===== src/rtl/ccff_pkg.sv =====
// Shared definitions for the configuration-chain readback path.
// Holds the FSM state type and the widths shared with the head-side loader.
package ccff_pkg;

  localparam int CCFF_WORD_W = 32;
  localparam int CCFF_LEN_W  = 20;

  typedef enum logic [1:0] {
    ST_IDLE  = 2'd0,
    ST_SHIFT = 2'd1,
    ST_DRAIN = 2'd2,
    ST_DONE  = 2'd3
  } ccff_state_e;

endpackage


===== src/rtl/ccff_out_reg.sv =====
// Single-entry valid/ready holding register with overflow detection.
// Ports: load_i/data_i/last_i load a word, ready_i drains it,
//   clr_i clears the sticky overflow, drop_o flags a word lost this cycle.
module ccff_out_reg #(
  parameter int W = 32
) (
  input  logic         clk_i,
  input  logic         rst_i,
  input  logic         load_i,
  input  logic [W-1:0] data_i,
  input  logic         last_i,
  input  logic         clr_i,
  input  logic         ready_i,
  output logic [W-1:0] data_o,
  output logic         valid_o,
  output logic         last_o,
  output logic         overflow_o,
  output logic         drop_o
);

  logic [W-1:0] data_q, data_d;
  logic         valid_q, valid_d;
  logic         last_q, last_d;
  logic         ovf_q, ovf_d;
  logic         hs, accept;

  // A load is taken when the slot is empty or being emptied this cycle.
  always_comb begin
    hs      = valid_q & ready_i;
    accept  = load_i & (~valid_q | ready_i);
    drop_o  = load_i & valid_q & ~ready_i;
    data_d  = data_q;
    last_d  = last_q;
    valid_d = valid_q;
    ovf_d   = ovf_q;
    if (accept) begin
      data_d  = data_i;
      last_d  = last_i;
      valid_d = 1'b1;
    end else if (hs) begin
      valid_d = 1'b0;
    end
    if (clr_i) ovf_d = 1'b0;
    else if (drop_o) ovf_d = 1'b1;
  end

  always_ff @(posedge clk_i or posedge rst_i) begin
    if (rst_i) begin
      data_q  <= '0;
      last_q  <= 1'b0;
      valid_q <= 1'b0;
      ovf_q   <= 1'b0;
    end else begin
      data_q  <= data_d;
      last_q  <= last_d;
      valid_q <= valid_d;
      ovf_q   <= ovf_d;
    end
  end

  assign data_o     = data_q;
  assign valid_o    = valid_q;
  assign last_o     = last_q;
  assign overflow_o = ovf_q;

endmodule


===== src/rtl/ccff_readback.sv =====
// Captures the serial chain tail and packs it MSB-first into words.
// Ports: start_i/bit_count_i launch a capture, shift_en_i/ccff_tail_i
//   feed bits, word_o/word_valid_o/word_ready_i/last_o drain words,
//   busy_o/done_o/overflow_o report status.
module ccff_readback
  import ccff_pkg::*;
#(
  parameter int WORD_W = CCFF_WORD_W,
  parameter int LEN_W  = CCFF_LEN_W
) (
  input  logic              tck_i,
  input  logic              rst_i,
  input  logic              start_i,
  input  logic [LEN_W-1:0]  bit_count_i,
  input  logic              shift_en_i,
  input  logic              ccff_tail_i,
  output logic [WORD_W-1:0] word_o,
  output logic              word_valid_o,
  input  logic              word_ready_i,
  output logic              last_o,
  output logic              busy_o,
  output logic              done_o,
  output logic              overflow_o
);

  localparam int IDX_W = $clog2(WORD_W) + 1;

  ccff_state_e       state_q, state_d;
  logic [WORD_W-1:0] shreg_q, shreg_d;
  logic [IDX_W-1:0]  idx_q, idx_d;
  logic [LEN_W-1:0]  rem_q, rem_d;
  logic              drop_last_q, drop_last_d;

  logic              fire;
  logic              final_bit;
  logic              word_done;
  logic              start_ok;
  logic              dropped;
  logic              hs;
  logic [WORD_W-1:0] sh_next;
  logic [WORD_W-1:0] word_al;
  logic [IDX_W-1:0]  idx_inc;
  logic [IDX_W-1:0]  pad;

  always_comb begin
    fire      = (state_q == ST_SHIFT) & shift_en_i;
    start_ok  = (state_q == ST_IDLE) & start_i;
    sh_next   = {shreg_q[WORD_W-2:0], ccff_tail_i};
    idx_inc   = idx_q + 1'b1;
    final_bit = fire & (rem_q == LEN_W'(1));
    word_done = fire & ((idx_inc == IDX_W'(WORD_W)) | final_bit);
    // A short final word is left-aligned; stale high bits shift out.
    pad       = IDX_W'(WORD_W) - idx_inc;
    word_al   = sh_next << pad;
    hs        = word_valid_o & word_ready_i;
  end

  always_comb begin
    state_d     = state_q;
    shreg_d     = shreg_q;
    idx_d       = idx_q;
    rem_d       = rem_q;
    drop_last_d = drop_last_q;
    unique case (state_q)
      ST_IDLE: begin
        if (start_i) begin
          idx_d       = '0;
          drop_last_d = 1'b0;
          if (bit_count_i != '0) begin
            rem_d   = bit_count_i;
            state_d = ST_SHIFT;
          end else begin
            state_d = ST_DONE;
          end
        end
      end
      ST_SHIFT: begin
        if (shift_en_i) begin
          shreg_d = sh_next;
          rem_d   = rem_q - 1'b1;
          idx_d   = word_done ? '0 : idx_inc;
          if (final_bit) begin
            drop_last_d = dropped;
            state_d     = ST_DRAIN;
          end
        end
      end
      ST_DRAIN: begin
        // A dropped final word will never be handshaken.
        if (drop_last_q | hs) state_d = ST_DONE;
      end
      ST_DONE: state_d = ST_IDLE;
      default: state_d = ST_IDLE;
    endcase
  end

  always_ff @(posedge tck_i or posedge rst_i) begin
    if (rst_i) begin
      state_q     <= ST_IDLE;
      shreg_q     <= '0;
      idx_q       <= '0;
      rem_q       <= '0;
      drop_last_q <= 1'b0;
    end else begin
      state_q     <= state_d;
      shreg_q     <= shreg_d;
      idx_q       <= idx_d;
      rem_q       <= rem_d;
      drop_last_q <= drop_last_d;
    end
  end

  ccff_out_reg #(
    .W(WORD_W)
  ) u_out (
    .clk_i     (tck_i),
    .rst_i     (rst_i),
    .load_i    (word_done),
    .data_i    (word_al),
    .last_i    (final_bit),
    .clr_i     (start_ok),
    .ready_i   (word_ready_i),
    .data_o    (word_o),
    .valid_o   (word_valid_o),
    .last_o    (last_o),
    .overflow_o(overflow_o),
    .drop_o    (dropped)
  );

  assign busy_o = (state_q != ST_IDLE);
  assign done_o = (state_q == ST_DONE);

endmodule


===== config.mk =====
export PLATFORM = sky130hd
export DESIGN_NAME = ccff_readback
export DESIGN_NICKNAME = d
export VERILOG_FILES = /design/src/rtl/ccff_pkg.sv /design/src/rtl/ccff_out_reg.sv /design/src/rtl/ccff_readback.sv
export SDC_FILE = /design/constraint.sdc
export NUM_CORES = 1
export LEC_CHECK = 0
export BUFFER_PORTS_ARGS = -buffer_cell sky130_fd_sc_hd__buf_2
export CORE_MARGIN = 2
export CORE_UTILIZATION = 45
export DETAILED_ROUTE_END_ITERATION = 7
export PLACE_DENSITY = 0.61
export SETUP_SLACK_MARGIN = 0.15
export SYNTH_ARGS = -nofsm -noshare
export SYNTH_HDL_FRONTEND = slang
export SYNTH_SLANG_ARGS = --single-unit
export TNS_END_PERCENT = 20

===== constraint.sdc =====
create_clock -name tck_i -period 4.2 [get_ports tck_i]
set_clock_uncertainty 0.2 [all_clocks]
set_input_delay 0.42 -clock tck_i [delete_from_list [all_inputs] [get_ports tck_i]]
set_output_delay 0.42 -clock tck_i [all_outputs]
set_load 0.05 [all_outputs]

==> metrics <==
wire per inst 18.5 um; Initial Utilization 45.7%; synthesized flop and latch total 95; routability congestion estimate 0.909; Worst Path Max Fanout 15; first-pass GRT wire length 26,000 um; Peak VDD IR 0.284 mV; Port Buffers 62; Post-Syn Area 6320 um^2; period utilization 86.0%; Synth Instances 600; CTS root buf clkbuf_16; MaxCap Viol Count 0; hpwl dp 11,100 um; Final Core Density 51.2%; dominant synthesized flop cell dfrtp_1; CP max stage delay 0.87 ns; Setup Crit Path Kind reg -> reg; status finished clean; RR Endpoint u_out.data_o[29]; # IOs 63; CP Launch Type register; core area 13,800 um^2; syn nets 635; grt ovf 0; DRT iter0 DRCs 369; # clock sinks 95; Post-DP Area 6770 um^2; vias in the first global route 5,024; Worst EP arrival 3.69 ns; syn_area_per_cell 10.5 um^2; Critical R2R Launch idx_q[1]; Hold Path Sink u_out.overflow_o; post-synthesis sequential area ratio 37.6%; Via Count 5,096; final WL 15,400 um; max frequency 0.277 GHz; Req. time, crit path 4.28 ns; Ant. Diodes 0; placed cells 816; Worst-path clk slew 0.07 ns; Max-slew headroom 29.2%; Fin. Hold Viols 0; setup slack, reg-to-reg 0.59 ns; asr flop ratio synth 100%; CTS tree built; post-route cell area 7080 um^2; Critical Path End Type register; H-tree Lvls 3; # rows 43; Routed Antenna Nets 0; CP Cell Sequence ha_1 > nand2_1 > o31ai_1 > a21oi_2 > nor2_1 > mux4_2 > o21ai_0; WHS Path Cells 2; pwr dens 655 nW/um^2; R2R cell count 7; largest net degree at the start of global routing 60; Final #Nets 683; clk_lat worst skew 0.36 ns; clock buffer count from CTS 9; die area 15,000 um^2; share of cells above drive strength 1 29.2%; final setup fails 0; Layout area overhead 12.0%; Slew @ Worst Pin 1.06 ns; Post-Layout Cell Count 833; fin. max-slew vios 0; final hold slack 0.0644 ns; deepest clock path buffer count 2; die height 123 um; DRC Markers 0; Slowest-stage cell, CP nor2_1; Ys Warns 0; Pleak 0.00311 uW; via/cell ratio 6.12; Distinct cells, synth 61; drt first pass iters 5; Hold Path Origin start_i; fin crit period 3.61 ns; initial antenna violation count 0; RSZ-0062 raised after global routing no; die width 123 um; EDFF count, synth 0; Hold WC Path Type in -> reg; GRT Total Usage 22.3%; Setup TNS 0 ns
[metrics by stage]
step	power (uW)	worst slack, ns
global route	4960	0.349
global placement	3720	0.895
CTS	4650	0.610
floorplan	3270	1.10
detailed placement	3780	0.724
finish	4640	0.588
[cells in the final DEF, fill, tap and decap left out, types with 5 or more instances in the layout]
master / instances
buf_2: 62
o22ai_1: 11
nand2_1: 58
clkbuf_16: 9
o31ai_1: 7
nor2_1: 24
or3_1: 7
a21oi_1: 39
nor3_1: 14
mux2_1: 5
and3_1: 8
dfrtp_1: 95
nand2b_1: 9
o21a_1: 7
ha_1: 7
a31oi_1: 10
mux4_2: 37
nor4_1: 9
mux2_2: 46
o21ai_1: 5
mux2i_1: 29
buf_4: 13
nand3_1: 10
o22a_1: 5
o21ai_0: 32
o31a_1: 6
inv_1: 22
[how the worst max path moves through the flow]
| stage | from | end | cells past startpoint |
|---|---|---|---|
| after floorplan | rst_i | drop_last_q | 1 |
| after global placement | idx_q[0] | u_out.data_o[24] | 7 |
| after detailed placement | idx_q[0] | u_out.data_o[29] | 7 |
| after CTS | idx_q[0] | u_out.data_o[29] | 7 |
| after global routing | idx_q[0] | u_out.data_o[29] | 7 |
| final | idx_q[1] | u_out.data_o[29] | 7 |
[logic make-up after synthesis]
family | synth area share [%]
xor gates and xnor gates | 1.05
buffers and inverters | 4.57
AOI/OAI and AO/OA | 15.4
muxes | 26.9
DFF | 37.6
adders and majority gates | 1.78
and+or+nand+nor | 12.7
[cell type report]
type                            instances  area (um^2)
Clock buffer                           10          239
Clock inverter                          6         67.6
Fill cell                            1271         6750
Inverter                               23         88.8
Multi-Input combinational cell        443         3670
Sequential cell                        95         2380
Tap cell                              180          225
Timing Repair Buffer                   76          418
[state kept, by name, indices dropped and copies added (netlist names)]
name and count:
u_out.last_o 1, idx_q 6, shreg_q 31, state_q 2
u_out.data_o 32, u_out.valid_o 1, rem_q 20, u_out.overflow_o 1
drop_last_q 1
[critical path: cells and delay by family, from the launching register on]
| family | cells | cell delay (ns) |
|---|---|---|
| adder cells (fa/ha/maj) | 1 | 0.38 |
| AND/OR/NAND/NOR | 2 | 0.98 |
| flip-flops | 1 | 0.50 |
| multiplexers | 1 | 0.43 |
| AO/OA/AOI/OAI | 3 | 1.04 |
[power breakdown]
group	total, uW	switching, uW	internal, uW
clock	856	376	480
sequential	1320	230	1090
combinational	2460	1350	1100
total	4640	1960	2680
[per-layer routing]
layer / track usage, % / wire length, um
met5: 0 / 0
met1: 29.6 / 6850
met3: 4.18 / 842
met4: 8.33 / 289
met2: 36.3 / 7440
[cell usage after synthesis (all sizes together) (8+ instances only)]
cell	instances	share of area (%)
dfrtp	95	38
nand2	59	3.5
mux2	51	9.1
a21oi	40	3.2
mux4	37	13
o21ai	37	2.9
mux2i	29	4.6
nor2	24	1.4
inv	23	1.4
buf	22	2.2
clkbuf	17	1.0
nor3	15	1.3
o22ai	11	1.1
a31oi	10	0.99
nand2b	10	1.1
nand3	10	0.79
nor4	10	1.1
o31ai	10	1.3
ha	9	1.8
and3	8	0.79
[timing repair]
action | in CTS | in global routing
hold buffers | 1 | 0
endpoints found under the setup margin | 0 | 0
endpoints found under the hold margin | 49 | 0
resized for setup | 0 | 0
buffers inserted | 0 | 0
Power figures use the tool's default switching activity.
